**src/rtl/phase_mon_pkg.sv**
```systemverilog
// Shared types, defaults and the ring rotate helper for the phase ring monitor.
package phase_mon_pkg;

    localparam int unsigned N_PHASE_DEF  = 9;
    localparam int unsigned LOCK_LEN_DEF = 3;

    typedef enum logic [1:0] {
        UNLOCKED = 2'd0,
        LOCKING  = 2'd1,
        LOCKED   = 2'd2
    } mon_state_t;

    // Rotate the low n bits of v left by one, bit n-1 wrapping to bit 0 (n <= 31).
    function automatic logic [31:0] rotl(input logic [31:0] v, input int unsigned n);
        logic [31:0] mask;
        mask = (32'd1 << n) - 32'd1;
        return ((v << 1) | (v >> (n - 1))) & mask;
    endfunction

endpackage

```
**src/rtl/onehot_idx_enc.sv**
```systemverilog
// Combinational one-hot to binary encoder with a one-hot legality flag.
module onehot_idx_enc #(
    parameter int unsigned N     = 9,
    parameter int unsigned IDX_W = 4
) (
    input  logic [N-1:0]     vec,
    output logic [IDX_W-1:0] idx_c,
    output logic             oh_c
);

    logic seen;
    logic multi;

    // OR of set-bit indices is the index whenever exactly one bit is set.
    always_comb begin
        idx_c = '0;
        seen  = 1'b0;
        multi = 1'b0;
        for (int i = 0; i < int'(N); i++) begin
            if (vec[i]) begin
                multi = multi | seen;
                seen  = 1'b1;
                idx_c = idx_c | IDX_W'(i);
            end
        end
        oh_c = seen & ~multi;
    end

endmodule

```
**src/rtl/phase_ring_monitor.sv**
```systemverilog
// Receive-side monitor for the one-hot phase ring: encode, legality/lock tracking, round count.
// Optional saturating error counter enabled by defining PHASE_MON_ERRCNT_EN.
module phase_ring_monitor
    import phase_mon_pkg::*;
#(
    parameter int unsigned N_PHASE  = N_PHASE_DEF,
    parameter int unsigned IDX_W    = 4,
    parameter int unsigned ROUND_W  = 8,
    parameter int unsigned LOCK_LEN = LOCK_LEN_DEF
) (
    input  logic               clk,
    input  logic               reset,
    input  logic [N_PHASE-1:0] phase_in,
    input  logic               err_clr,
    output logic [IDX_W-1:0]   phase_idx,
    output logic               phase_valid,
    output logic               locked,
    output logic               round_tick,
    output logic [ROUND_W-1:0] round_cnt,
    output logic               err_onehot,
    output logic               err_seq,
    output logic [7:0]         err_cnt
);

    localparam int unsigned RUN_W = (LOCK_LEN < 2) ? 1 : $clog2(LOCK_LEN + 1);

    logic [N_PHASE-1:0] s1;
    logic [N_PHASE-1:0] s2;
    logic [1:0]         fill;
    mon_state_t         state;
    mon_state_t         state_n;
    logic [RUN_W-1:0]   lock_run;
    logic [RUN_W-1:0]   lock_run_n;

    logic [IDX_W-1:0]   idx_c;
    logic               oh_c;
    logic               adv_c;
    logic               legal_c;
    logic               fill_done_c;
    logic               set_oh_c;
    logic               set_seq_c;
    logic               tick_c;
    logic               enter_c;

    onehot_idx_enc #(
        .N     (N_PHASE),
        .IDX_W (IDX_W)
    ) u_enc (
        .vec   (s1),
        .idx_c (idx_c),
        .oh_c  (oh_c)
    );

    assign adv_c       = (s1 == N_PHASE'(rotl(32'(s2), N_PHASE)));
    assign legal_c     = oh_c & adv_c;
    assign fill_done_c = (fill == 2'd2);

    // Lock tracking and per-cycle event decode.
    always_comb begin
        state_n    = state;
        lock_run_n = lock_run;
        set_oh_c   = ~oh_c & fill_done_c;
        set_seq_c  = 1'b0;
        tick_c     = 1'b0;
        enter_c    = 1'b0;
        case (state)
            UNLOCKED: begin
                lock_run_n = '0;
                if (legal_c) begin
                    if (LOCK_LEN == 1) begin
                        state_n = LOCKED;
                        enter_c = 1'b1;
                    end else begin
                        state_n    = LOCKING;
                        lock_run_n = RUN_W'(1);
                    end
                end
            end
            LOCKING: begin
                if (legal_c) begin
                    if (lock_run == RUN_W'(LOCK_LEN - 1)) begin
                        state_n    = LOCKED;
                        lock_run_n = '0;
                        enter_c    = 1'b1;
                    end else begin
                        lock_run_n = lock_run + RUN_W'(1);
                    end
                end else begin
                    state_n    = UNLOCKED;
                    lock_run_n = '0;
                end
            end
            LOCKED: begin
                if (!oh_c) begin
                    state_n = UNLOCKED;
                end else if (!adv_c) begin
                    set_seq_c = 1'b1;
                    state_n   = UNLOCKED;
                end else begin
                    tick_c = s2[N_PHASE-1] & s1[0];
                end
            end
            default: begin
                state_n    = UNLOCKED;
                lock_run_n = '0;
            end
        endcase
    end

    always_ff @(posedge clk or posedge reset) begin
        if (reset) begin
            s1          <= '0;
            s2          <= '0;
            fill        <= 2'd0;
            state       <= UNLOCKED;
            lock_run    <= '0;
            phase_idx   <= '0;
            phase_valid <= 1'b0;
            locked      <= 1'b0;
            round_tick  <= 1'b0;
            round_cnt   <= '0;
            err_onehot  <= 1'b0;
            err_seq     <= 1'b0;
        end else begin
            s1          <= phase_in;
            s2          <= s1;
            fill        <= fill_done_c ? fill : fill + 2'd1;
            state       <= state_n;
            lock_run    <= lock_run_n;
            phase_valid <= oh_c;
            locked      <= (state_n == LOCKED);
            round_tick  <= tick_c;
            if (oh_c) begin
                phase_idx <= idx_c;
            end
            if (enter_c) begin
                round_cnt <= '0;
            end else if (tick_c) begin
                round_cnt <= round_cnt + ROUND_W'(1);
            end
            // A new error outranks a clear arriving on the same cycle.
            err_onehot <= set_oh_c  | (err_onehot & ~err_clr);
            err_seq    <= set_seq_c | (err_seq    & ~err_clr);
        end
    end

`ifdef PHASE_MON_ERRCNT_EN
    logic [7:0] err_cnt_q;

    always_ff @(posedge clk or posedge reset) begin
        if (reset) begin
            err_cnt_q <= 8'd0;
        end else if (set_oh_c | set_seq_c) begin
            if (err_cnt_q != 8'hFF) begin
                err_cnt_q <= err_cnt_q + 8'd1;
            end
        end else if (err_clr) begin
            err_cnt_q <= 8'd0;
        end
    end

    assign err_cnt = err_cnt_q;
`else
    assign err_cnt = 8'd0;
`endif

endmodule

```
**config.mk**
```make
export PLATFORM = sky130hd
export DESIGN_NAME = phase_ring_monitor
export DESIGN_NICKNAME = d
export VERILOG_FILES = /design/src/rtl/phase_mon_pkg.sv /design/src/rtl/onehot_idx_enc.sv /design/src/rtl/phase_ring_monitor.sv
export SDC_FILE = /design/constraint.sdc
export NUM_CORES = 1
export LEC_CHECK = 0
export ABC_AREA = 1
export BUFFER_PORTS_ARGS = -buffer_cell sky130_fd_sc_hd__buf_2
export CAP_MARGIN = 20
export CORE_ASPECT_RATIO = 0.7
export CORE_MARGIN = 2
export CORE_UTILIZATION = 50
export DETAILED_ROUTE_END_ITERATION = 7
export GPL_ROUTABILITY_DRIVEN = 0
export MAX_ROUTING_LAYER = met4
export PLACE_DENSITY_LB_ADDON = 0.3
export SYNTH_ARGS = -nofsm -noshare
export SYNTH_HDL_FRONTEND = slang
export SYNTH_SLANG_ARGS = --single-unit
```
**constraint.sdc**
```tcl
create_clock -name clk -period 3.5 [get_ports clk]
set_clock_uncertainty 0.15 [all_clocks]
set_input_delay 0.175 -clock clk [delete_from_list [all_inputs] [get_ports clk]]
set_output_delay 0.175 -clock clk [all_outputs]
set_load 0.01 [all_outputs]
```
# --- After elaboration in Yosys (flattened, before gate mapping) ---
# Index checks and enable logic that the tools add are counted.
totals:
  output_inout_bits: 25
  romBits: 0
  wordCells: 88
  inputBits: 12
  latchBits: 0
  ff_bits: 41
  ramBits: 0
  memories: 0
classes:
  n_lt_le_gt_ge: 0
  reduce_logical: 2
  shift: 0
  multipliers: 0
  bitwise: 19
  mux: 46
  add_sub_neg: 3
  eq_ne: 6
  n_div: 0
op_table:
  columns: ["op", "count"]
  rows:
  - ["1-bit two-way mux", 28]
  - ["2-bit two-way mux", 9]
  - ["8-bit two-way mux", 2]
  - ["3-bit two-way mux", 4]
  - ["2-bit case mux with 3 select lines", 2]
  - ["9-bit == test", 1]
  - ["1-bit bitwise OR", 9]
  - ["9-bit by 1-bit bitwise OR with 9-bit output", 1]
  - ["8-bit by 1-bit adder with 8-bit output, second input constant", 1]
  - ["2-bit == test, second input constant", 4]
  - ["1-bit AND", 6]
  - ["2-bit by 1-bit adder with 2-bit output, second input constant", 2]
  - ["4-bit two-way mux", 1]
  - ["1-bit NOT", 3]
  - ["2-bit by 1-bit == test with 1-bit output, second input constant", 1]
  - ["2-bit logical NOT", 1]
  - ["2-bit nonzero test", 1]

# --- Depth between registers and ports, before layout ---
# Gate-level depths: netlist (run 1).
depth:
  ltp_word: 22
  mapped_depth: 11
  depth_no_buf: 10

# --- Modules after synthesis ---
# A second synthesis (run 1) with hierarchy kept.
hier_totals:
  hier_cells: 239
  area_unflattened_um2: 1999.4
by_module_without_submodules:
  columns: ["module", "instances", "cells_each", "area_per_inst_um2"]
  rows:
  - ["phase_ring_monitor", 1, 211, 1861.8]
  - ["onehot_idx_enc", 1, 28, 137.6]

# --- Least setup slack after synthesis (run 1) ---
# Ideal clock, no wire load.
synth_path:
  path_kind: "reg-to-reg"
  startpoint: "register s1[0]"
  endpoint: "register round_cnt[0]"
  path_buffers: 0
  period_less_slack_ns: 1.773
  setup_slack_ns: 1.727
  path_stages_with_launch: 8
  setup_time_ns: 0.118
  t_required_ns: 3.232
  arrival_time_ns: 1.505
  cell_sequence: "dfrtp_1 > ha_1 > a21oi_1 > nand3_1 > nor3_1 > nand3_1 > nand3_1 > nand2_1"
synth_via:
  elab_chain_len: 22
  word_cells_on_any_way: 36
  cone_classes: "1 x eq/ne; 23 x mux; 11 x bitwise; 1 x reduce/logical"
synth_lines:
  columns: ["item", "line", "source"]
  rows:
  - ["from (decl)", "phase_ring_monitor.sv:27", "logic [N_PHASE-1:0] s1;"]
  - ["from (signal assigned)", "phase_ring_monitor.sv:125", "s1 <= phase_in;"]
  - ["1-bit two-way mux (2 in a row)", "onehot_idx_enc.sv:20", "if (vec[i]) begin"]
  - ["1-bit bitwise OR", "onehot_idx_enc.sv:21", "multi = multi | seen;"]
  - ["1-bit two-way mux", "onehot_idx_enc.sv:20", null]
  - ["1-bit bitwise OR", "onehot_idx_enc.sv:21", null]
  - ["1-bit two-way mux", "onehot_idx_enc.sv:20", null]
  - ["1-bit bitwise OR", "onehot_idx_enc.sv:21", null]
  - ["1-bit two-way mux", "onehot_idx_enc.sv:20", null]
  - ["1-bit bitwise OR", "onehot_idx_enc.sv:21", null]
  - ["(+5 left out)", null, null]
  - ["1-bit bitwise OR", "onehot_idx_enc.sv:21", null]
  - ["1-bit two-way mux", "onehot_idx_enc.sv:20", null]
  - ["1-bit NOT", "onehot_idx_enc.sv:26", "oh_c = seen & ~multi;"]
  - ["1-bit AND", "onehot_idx_enc.sv:26", null]
  - ["1-bit AND", "phase_ring_monitor.sv:55", "assign legal_c = oh_c & adv_c;"]
  - ["1-bit two-way mux", "phase_ring_monitor.sv:80", "if (legal_c) begin"]
  - ["1-bit two-way mux", "phase_ring_monitor.sv:66", "case (state)"]
  - ["8-bit two-way mux or 2-bit nonzero test (tied branches)", null, null]
  - ["to (signal assigned)", "phase_ring_monitor.sv:139", "round_cnt <= round_cnt + ROUND_W'(1);"]
  - ["to (decl)", "phase_ring_monitor.sv:19", "output logic [ROUND_W-1:0] round_cnt,"]
# Parallel ways exist; a longest one is shown, timed or not.
# A chain may end at the register's enable or synchronous reset.

# --- Final worst setup path (run 1) ---
layout_path:
  startpoint: "register s1[0]"
  endpoint: "register round_cnt[4]"
# Same word-level chain as after synthesis.

==> out/results.ini, run 1 <==
[detailed_routing]
via_count=1658
avgRoutedWirePerCell_um=11.8
drt-initial-drc-count=110
vias_per_cell=4.92
ant_nets=0
routed_wirelength_mm=3.97
drt_first_pass_iters=4
drcViolationCount=0

[clocking]
htreeDepth=2
cts_tree=done
cts_made_buffers=5
ctsResizeCount=0
clock_sinks=41
clockBufferDepth=2
root_buffer=clkbuf_8
clock_latency_ns=0.29
clk_pin_slew_ns=0.08

[critical_path]
worstPathArrival_ns=2.05
reg2reg_slack_ns=1.48
worstSetupStartpointType=flip-flop
crit_slowest_cell=dfrtp_1
cp_max_fo=8
cp-end-kind=flip-flop
max_stage_delay_ns=0.43
crit_chain=ha_1 > a21oi_1 > nand3_1 > nor3_1 > nand3_1 > nand3_1 > nand2_1
critical_path_buf_inv_count=0
cp_common_cell=nand3_1
path_class=reg -> reg
required_ns=3.54
crit_family=simple AND/OR/NAND/NOR gates

[sta]
tns_ns=0
fmax_mhz=496
rsz0062_at_grt=false
slew_viol_final=0
fin_crit_ns=2.02
max_slew.worst_pin.slew_ns=0.551
finalSetupViolCount=0
hold_violations=0
setup_ws_ns=1.48
relSlewSlack_pct=63.2
fin_crit_sh_pct=57.6

[placement]
dp_slack_ns=1.49
port_buffers=28
place_hpwl_mm=2.89

[floorplan]
die_height_um=57.8
coreArea_um2=3950
io_pins=37
die_w_um=80.9
row_count=19
initial_core_util_pct=52.4
die_area_um2=4670

[synth]
synth.area.top_cells=dfrtp_1, nand2_1, nand3_1
yosys.area.top_type=dfrtp_1
synth_edf_count=0
async_reset_ff_share_pct=100
netlist_instances=238
ys.flop_type=dfrtp_1
synth_seq_cells=41
avgSynthCellArea_um2=8.68
ys_seq_area_share_pct=49.6
synth_warnings=0
synth_top_area_share_pct=49.6
yosys.cell_types.count=28
syn-cell-area_um2=2070

[global_route]
antenna_found_initial=0
first_global_vias=1474
grt_use_total_pct=20.1
grt_pass1_wl_mm=6.89
gr-total-overflow=0
grt_max_degree=28

[power]
p_clk_share_pct=34.1
p_leak_nw=1.38
combPwrFrac_pct=11.1
power.total_mw=0.941
p_switching_mw=0.242
p_seq_share_pct=54.8
internal_power_mw=0.699
peakVddDrop_mv=0.366
p_per_area_nw_per_um2=383
swShare_pct=25.8

[min_path]
hold_path.class=in -> async

[outcome]
run_status=finished clean

[job]
max-cap-violations=0

[finish]
diodes=0
layout.nets=299
area_growth_pct=18.8
fillerInstances=327
drive_gt1_share_pct=22.8

cell usage in the layout (no fill, tap or decap), types with 2 or more instances in the layout:
master and count:
nand2_2 6, dfrtp_1 41, nor2_4 5, nor2_1 19, nand2_4 3, dlygate4sd3_1 11, o21ai_0 7, buf_2 28
clkbuf_8 6, nand3_2 3, nor2_2 2, inv_2 5, ha_1 3, inv_1 29, nor3_1 4, xnor2_1 3
nand2_1 59, conb_1 8, nand3_1 24, a21oi_1 4, xor2_1 3
sequential cells by signal (all words and copies together) (netlist names):
name and flops:
err_seq 1, locked 1, round_cnt 8, round_tick 1
s1 9, lock_run 2, phase_idx 4, s2 9
err_onehot 1, phase_valid 1, state 2, fill 2
cells in the mapped netlist, types with 3 or more instances:
cell type and instances:
nor3_1 4, nand3_2 3, nand2_4 3, xnor2_1 3, xor2_1 3, inv_1 29
ha_1 3, o21ai_0 7, nor2_1 19, nand3_1 24, dfrtp_1 41, a21oi_1 4
nand2_2 6, nand2_1 59, buf_4 8, inv_2 5, nor2_4 5
worst min-delay path: cells and delay by family:
kind	cells	cell delay (ns)
buffers and inverters	3	1.05
cell type report:
class,count,area (um^2),area share (%)
multi-input cells,161,868,35.4
repair buffers,41,273,11.1
clock buffers,6,82.6,3.36
flip-flops and latches,41,1030,41.8
clock inverters,2,13.8,0.560
inverters,34,128,5.20
well taps,52,65.1,2.65
repair_timing:
| item | in CTS | in global routing |
|---|---|---|
| endpoints found under the hold margin | 37 | 0 |
| buffers inserted | 0 | 0 |
| hold buffers | 11 | 0 |
path summary, 6_finish.rpt:
check / start / endpoint / cells past startpoint
max: s1[0]$_DFF_PP0_ / round_cnt[4]$_DFFE_PP0P_ / 7
max reg2reg: s1[0]$_DFF_PP0_ / round_cnt[4]$_DFFE_PP0P_ / 7
min reg2reg: phase_idx[3]$_DFFE_PP0N_ / phase_idx[3]$_DFFE_PP0N_ / 2
min: reset / fill[0]$_DFFE_PP0P_ / 3
min in group clk: phase_idx[3]$_DFFE_PP0N_ / phase_idx[3]$_DFFE_PP0N_ / 2
max in group asynchronous: reset / s2[0]$_DFF_PP0_ / 4
cells by family after synthesis:
| logic type | after synthesis | synth area share [%] |
|---|---|---|
| DFF | 41 | 49.6 |
| xor gates and xnor gates | 6 | 2.54 |
| and+or+nand+nor | 131 | 32.9 |
| AOI/OAI and AO/OA | 13 | 3.27 |
| adders and majority gates | 3 | 1.82 |
| buffers and inverters | 43 | 9.62 |
| other | 1 | 0.181 |
metal layers:
metal	share of wire (%)	GRT usage, %	vias up
met3	5.5	4.21	7
met1	47	29.0	776
met4	1.7	7.99	0
li1	-	-	821
met2	46	28.0	54
met5	0	-	-
metrics by stage:
step	std cells	util, %	hold WS (ns)	area [um^2]
finish	337	62.2	0.315	2460
CTS	336	61.9	0.328	2440
detailed placement	317	56.6	0.134	2230
global placement	317	56.6	0.133	2230
global route	337	62.2	0.349	2460
floorplan	245	-	0.0564	2090
power groups by stage:
stage          logic, mW  registers, mW  clock network [mW]
2_1_floorplan     0.0642          0.527                   0
3_3_place_gp      0.0939          0.524                   0
3_5_place_dp      0.0948          0.525                   0
4_1_cts            0.104          0.516               0.331
5_1_grt            0.118          0.519               0.352
6_report           0.105          0.516               0.321
No activity file was read; power rests on OpenSTA's default activity.
==> run 2, diff against run 1 <==
--- a/config.mk
+++ b/config.mk
@@ -5,7 +5,7 @@
 export SDC_FILE = /design/constraint.sdc
 export NUM_CORES = 1
 export LEC_CHECK = 0
-export ABC_AREA = 1
+export ABC_AREA = 0
 export BUFFER_PORTS_ARGS = -buffer_cell sky130_fd_sc_hd__buf_2
 export CAP_MARGIN = 20
 export CORE_ASPECT_RATIO = 0.7
==> constraint.sdc (replaced) <==
create_clock -name clk -period 2 [get_ports clk]
set_clock_uncertainty 0.15 [all_clocks]
set_input_delay 0.1 -clock clk [delete_from_list [all_inputs] [get_ports clk]]
set_output_delay 0.1 -clock clk [all_outputs]
set_load 0.01 [all_outputs]
==> run 2 against run 1 <==
Net effect: the flow now finishes with violations (negative setup slack); final area rose by 6.0%; via count is 6.0% lower; clock power increased by 62%; fmax down 14%; synthesized cell count decreased by 30%; setup slack worse by 1.8 ns; critical endpoint is now round_cnt[0]$_DFFE_PP0P_; largest cell class unchanged.
==> out/results.ini, run 2 <==
[synth]
synth_edf_count=0  ; unchanged
async_reset_ff_share_pct=100  ; unchanged
ys.flop_type=dfrtp_1
synth_seq_cells=41  ; unchanged
yosys.area.top_type=dfrtp_1
synthTopCellsByCount=dfrtp_1, nand2_1, nor2_1
synth_warnings=0  ; unchanged
post-synth-top-count-cell=dfrtp_1
synth.area.top_cells=dfrtp_1, xnor2_1, o31ai_1
syn-cell-area_um2=1820  ; -12%
synth_top_area_share_pct=56.3  ; +6.7 points
avgSynthCellArea_um2=11.0  ; +26%
ys_seq_area_share_pct=56.3  ; +6.7 points
yosys.cell_types.count=39  ; +39%
netlist_instances=166  ; -30%

[power]
combPwrFrac_pct=12.6  ; +1.5 points
p_seq_share_pct=55.3  ; +0.5 points
peakVddDrop_mv=0.499  ; +36%
swShare_pct=25.5  ; -0.27 points
p_switching_mw=0.414  ; +71%
p_per_area_nw_per_um2=623  ; +63%
internal_power_mw=1.21  ; +73%
p_clk_share_pct=32.1  ; -2.0 points
p_leak_nw=1.14  ; -17%
power.total_mw=1.62  ; +72%

[sta]
slew_viol_final=0  ; unchanged
tns_ns=-3.84  ; -3.84 ns
setup_ws_ns=-0.341  ; -1.82 ns
fin_crit_ns=2.34  ; +0.324 ns
rsz0062_at_grt=true
hold_violations=0  ; unchanged
whs_ns=0.285  ; -0.0305 ns
fin_crit_sh_pct=117  ; +59 points
fmax_mhz=427  ; -14%
relSlewSlack_pct=64.9  ; +1.7 points
finalSetupViolCount=20  ; +20
max_slew.worst_pin.slew_ns=0.526  ; -0.0249 ns

[detailed_routing]
top_layer_used=met4
drt_first_pass_iters=4  ; unchanged
drt-initial-drc-count=69  ; -37%
avgRoutedWirePerCell_um=16.8  ; +43%
via_count=1558  ; -6.0%
routed_wirelength_mm=4.78  ; +20%
ant_nets=0  ; unchanged
wl_met1_mm=1.99  ; +7.4%
routed-wl-met2_mm=2.45  ; +34%
wl_met3_um=211  ; -3.2%
vias_per_cell=5.49  ; +12%
drcViolationCount=0  ; unchanged

[finish]
area_growth_pct=42.9
reg_top3=s1: 9 flops, s2: 9 flops, round_cnt: 8 flops
multi_input_area_um2=941  ; +8.4%
drive_gt1_share_pct=41.0  ; +18 points
diodes=0  ; unchanged
layout.nets=248  ; -17%
final_common_cell=dfrtp_1
most-common-layout-cells=dfrtp_1, buf_2, buf_4
fillerInstances=240  ; -27%
regArea_um2=1030  ; +0.12%

[floorplan]
initial_core_util_pct=51.9  ; -0.53 points
row_count=18  ; -1
io_pins=37  ; unchanged
coreArea_um2=3510  ; -11%
die_w_um=76.1  ; -5.8%
die_area_um2=4150  ; -11%
die_height_um=54.5  ; -5.7%

[placement]
place_hpwl_mm=2.90  ; +0.15%
port_buffers=28  ; unchanged

[global_route]
gr-total-overflow=0  ; unchanged
grt_max_degree=42  ; +50%
grt_pass1_wl_mm=7.13  ; +3.5%
grt_use_total_pct=23.9  ; +3.8 points
first_global_vias=1547  ; +5.0%
antenna_found_initial=0  ; unchanged

[critical_path]
r2r.worst_path.cells=8  ; +1
reg2reg_slack_ns=-0.34  ; -1.82 ns
path_class=reg -> reg
required_ns=2.06  ; -1.48 ns
worstPathArrival_ns=2.40  ; +0.35 ns
timing.rr.start=s1[1]$_DFF_PP0_
crit_path_start=s1[1]$_DFF_PP0_
worstSetupStartpointType=flip-flop
cp_max_fo=5  ; -3
cp-end-kind=flip-flop
r2r-end=round_cnt[0]$_DFFE_PP0P_

[clocking]
cts_made_buffers=5  ; unchanged
htreeDepth=2  ; unchanged
clock_latency_ns=0.30  ; about the same
root_buffer=clkbuf_8
clock_sinks=41  ; unchanged
clk_pin_slew_ns=0.07  ; about the same
clockBufferDepth=2  ; unchanged
cts_tree=done

[min_path]
holdPathEnd=s1[4]$_DFF_PP0_
hold_path.class=in -> reg
hp-start=phase_in[4]
min_path_cells=2

[outcome]
violations=negative setup slack
run_status=finished with violations

[job]
max-cap-violations=0  ; unchanged

-- run 2: cell count changes after synthesis, sizes merged, moves of 3 or more --
cell / before / now
nand2: 68 / 15
or4: 0 / 3
nor2: 27 / 12
xnor2: 3 / 9
inv: 34 / 7
nand3: 27 / 5
o21ai: 7 / 13
o31ai: 0 / 10
a21oi: 4 / 1
or3: 0 / 6
clkbuf: 0 / 3
-- run 2: per-layer routing --
metal | up-vias | global-route usage [%]
met5 | - | -
met4 | 0 | 14.2
met3 | 14 | 5.28
met2 | 60 | 43.0
met1 | 776 | 25.8
li1 | 708 | -
-- run 2: power groups by stage --
stage,clock network [mW],logic [mW],registers (mW)
finish,0.521,0.204,0.898
floorplan,0,0.0861,0.919
global route,0.570,0.223,0.902
CTS,0.523,0.185,0.895
detailed placement,0,0.159,0.911
global placement,0,0.155,0.907
-- run 2: critical path, cell delays in order, from the launching register on --
cell and delay (ns):
dfrtp_1 0.42, buf_4 0.14, maj3_1 0.34, o211ai_1 0.23, buf_4 0.17, buf_4 0.13
nand2_4 0.06, or3_4 0.44, o31ai_4 0.18
-- run 2: worst max path at each step --
| stage | endpoint | slack [ns] | depth (start not counted) |
|---|---|---|---|
| after global placement | round_cnt[7]$_DFFE_PP0P_ | -0.28 | 5 |
| after global routing | round_cnt[0]$_DFFE_PP0P_ | -0.41 | 8 |
| after floorplan | round_cnt[6]$_DFFE_PP0P_ | -0.31 | 6 |
| after detailed placement | round_cnt[0]$_DFFE_PP0P_ | -0.38 | 7 |
| after CTS | round_cnt[0]$_DFFE_PP0P_ | -0.27 | 6 |
| final | round_cnt[0]$_DFFE_PP0P_ | -0.34 | 8 |
-- run 2: through the flow --
step / setup slack, ns / area [um^2] / std cells / utilization, %
floorplan: -0.314 / 1870 / 173 / -
global placement: -0.282 / 2150 / 261 / 61.2
detailed placement: -0.385 / 2150 / 261 / 61.2
CTS: -0.269 / 2460 / 281 / 70.1
global route: -0.410 / 2600 / 284 / 74.1
finish: -0.341 / 2600 / 284 / 74.1
-- run 2: area by class of cell --
| type | count | area share, % |
|---|---|---|
| Sequential cell | 41 | 39.5 |
| Multi-Input combinational cell | 113 | 36.1 |
| Timing Repair Buffer | 65 | 17.8 |
| Clock buffer | 6 | 2.79 |
| Tap cell | 50 | 2.40 |
| Inverter | 7 | 1.01 |
| Clock inverter | 2 | 0.384 |
-- run 2: cell families (layout without fill, tap and decap cells) --
logic type / Yosys count / after routing / synth area share, %
AND/OR/NAND/NOR: 56 / 56 / 15.6
flip-flops: 41 / 41 / 56.3
AO/OA/AOI/OAI: 34 / 34 / 13.5
buffers and inverters: 19 / 80 / 5.98
XOR/XNOR: 10 / 10 / 5.22
adder cells (fa/ha/maj): 5 / 5 / 3.16
other: 1 / 8 / 0.206
-- run 2: what timing repair did --
action                     in CTS  in global routing
setup buffers                   1                  3
setup endpoints to repair      19                 20
hold buffers                   11                  0
pin swaps                       5                  9
gates resized for setup        21                 21
hold endpoints to repair       52                  0
==> run 3, diff against run 2 <==
--- a/config.mk
+++ b/config.mk
@@ -15,6 +15,7 @@
 export GPL_ROUTABILITY_DRIVEN = 0
 export MAX_ROUTING_LAYER = met4
 export PLACE_DENSITY_LB_ADDON = 0.3
+export RECOVER_POWER = 25
 export SYNTH_ARGS = -nofsm -noshare
 export SYNTH_HDL_FRONTEND = slang
 export SYNTH_SLANG_ARGS = --single-unit
==> run 3 against run 2 <==
Net effect: the run still ends with negative setup slack left; register-to-register slack barely moved; critical path depth stayed put; sequential share of layout area is 0.10 points higher; power fell by 0.16%; setup slack lost 0.0024 ns; cell count unchanged; global-route usage did not move; sequential power about the same; wire length is 0.34% higher; largest power group unchanged.
==> out/results.ini, run 3 (synthesis results as in run 2) <==
[job]
max-cap-violations=0  ; unchanged

[global_route]
antenna_found_initial=0  ; unchanged
first_global_vias=1547  ; unchanged
gr-total-overflow=0  ; unchanged
grt_max_degree=42  ; unchanged
grt_use_total_pct=23.9  ; unchanged
grt_pass1_wl_mm=7.13  ; unchanged

[critical_path]
critical_path_buf_inv_count=3  ; unchanged
worstPathArrival_ns=2.40  ; about the same
cp-end-kind=flip-flop
path_class=reg -> reg
crit_family=simple AND/OR/NAND/NOR gates
cp_common_cell=buf_4
required_ns=2.06  ; about the same
crit_chain=buf_4 > maj3_1 > o211ai_1 > buf_4 > buf_4 > nand2_4 > or3_4 > o31ai_4
max_stage_delay_ns=0.44  ; about the same
worstSetupStartpointType=flip-flop
cp_max_fo=5  ; unchanged
crit_slowest_cell=or3_4

[sta]
max_slew.worst_pin.slew_ns=0.528  ; +0.00141 ns
hold_violations=0  ; unchanged
finalSetupViolCount=20  ; unchanged
rsz0062_at_grt=true
relSlewSlack_pct=64.8  ; -0.094 points
tns_ns=-3.83  ; +0.00887 ns
fmax_mhz=427  ; -0.10%
slew_viol_final=0  ; unchanged
fin_crit_ns=2.34  ; +0.00242 ns
setup_ws_ns=-0.344  ; -0.00242 ns
whs_ns=0.286  ; +0.000586 ns
fin_crit_sh_pct=117  ; +0.12 points

[power]
p_leak_nw=1.13  ; -0.95%
internal_power_mw=1.21  ; -0.16%
combPwrFrac_pct=12.5  ; about the same
peakVddDrop_mv=0.499  ; about the same
swShare_pct=25.5  ; about the same
power.total_mw=1.62  ; -0.16%
p_switching_mw=0.413  ; -0.16%
p_per_area_nw_per_um2=625  ; +0.22%
p_clk_share_pct=32.1  ; about the same
p_seq_share_pct=55.4  ; about the same

[floorplan]
initial_core_util_pct=51.9  ; unchanged
row_count=18  ; unchanged
die_w_um=76.1  ; unchanged
io_pins=37  ; unchanged
die_area_um2=4150  ; unchanged
coreArea_um2=3510  ; unchanged
die_height_um=54.5  ; unchanged

[placement]
port_buffers=28  ; unchanged
dp.cells=261  ; unchanged
dp_slack_ns=-0.385  ; unchanged
place_hpwl_mm=2.90  ; unchanged
placed_area_um2=2150  ; unchanged

[finish]
stdcell_count=284  ; unchanged
utilization_pct=73.8  ; -0.28 points
drive_gt1_share_pct=39.3  ; -1.7 points
final_cell_area_um2=2590  ; -0.38%
diodes=0  ; unchanged
fillerInstances=244  ; +1.7%
area_growth_pct=42.4
reg_top3=s1: 9 flops, s2: 9 flops, round_cnt: 8 flops
regArea_um2=1030  ; -0.12%
most-common-layout-cells=dfrtp_1, buf_2, buf_4
multi_input_area_um2=941  ; unchanged
final_common_cell=dfrtp_1
layout.nets=248  ; unchanged

[clocking]
clk_pin_slew_ns=0.07  ; about the same
cts_made_buffers=5  ; unchanged
htreeDepth=2  ; unchanged
cts_tree=done
clock_sinks=41  ; unchanged
clockBufferDepth=2  ; unchanged
clock_latency_ns=0.29  ; about the same
root_buffer=clkbuf_8

[detailed_routing]
via_count=1553  ; -0.32%
routed_wirelength_mm=4.79  ; +0.34%
vias_per_cell=5.47  ; -0.32%
ant_nets=0  ; unchanged
drcViolationCount=0  ; unchanged
drt-initial-drc-count=70  ; +1.4%
drt_first_pass_iters=4  ; unchanged
avgRoutedWirePerCell_um=16.9  ; +0.34%

[min_path]
hold_path.class=in -> reg

[outcome]
run_status=finished with violations
violations=negative setup slack

[run 3: changes by cell type in the layout (fill, tap and decap cells not counted), sizes merged]
cell / delta
buf: -4
clkbuf: +4
[run 3: worst register-to-register path, delay by kind of cell, from the launching register on]
family	cells	cell delay (ns)
buf+inv	3	0.45
fa+ha+maj	1	0.34
simple gates	2	0.50
compound gates	2	0.41
flops	1	0.42
[run 3: worst paths after layout]
kind                                       from                        to  slack, ns  cells after the start
min in group asynchronous                 reset      err_onehot$_DFF_PP0_       0.33                      4
worst max-delay path            s1[1]$_DFF_PP0_  round_cnt[0]$_DFFE_PP0P_      -0.34                      8
worst min register to register  s1[1]$_DFF_PP0_           s2[1]$_DFF_PP0_       0.30                      0
worst max register to register  s1[1]$_DFF_PP0_  round_cnt[0]$_DFFE_PP0P_      -0.34                      8
worst min-delay path                phase_in[4]           s1[4]$_DFF_PP0_       0.29                      2
max in group asynchronous                 reset  round_cnt[4]$_DFFE_PP0P_       1.00                      4
[run 3: metal layers]
layer	share of wire (%)	vias to the layer above	GRT usage [%]
li1	-	706	-
met1	42	775	25.8
met2	52	58	43.0
met3	4.1	14	5.28
met4	2.7	0	14.2
met5	0	-	-
[run 3: power by group through the flow]
stage | clock network (mW) | registers (mW) | logic, mW
detailed placement | 0 | 0.911 | 0.159
floorplan | 0 | 0.919 | 0.0861
finish | 0.520 | 0.898 | 0.202
global placement | 0 | 0.907 | 0.155
global route | 0.570 | 0.901 | 0.221
CTS | 0.523 | 0.895 | 0.185
[run 3: cell type report]
class	count	share of cell area, %
flip-flops and latches	41	39.6
multi-input cells	113	36.3
repair buffers	65	17.6
clock buffers	6	2.80
well taps	50	2.41
inverters	7	1.01
clock inverters	2	0.386
[run 3: what timing repair did]
| item | 4_1_cts | 5_1_grt |
|---|---|---|
| gates resized for setup | 21 | 21 |
| setup endpoints to repair | 19 | 20 |
| setup buffers | 1 | 3 |
| endpoints found under the hold margin | 52 | 0 |
| hold buffers | 11 | 0 |
| pin swaps | 5 | 9 |
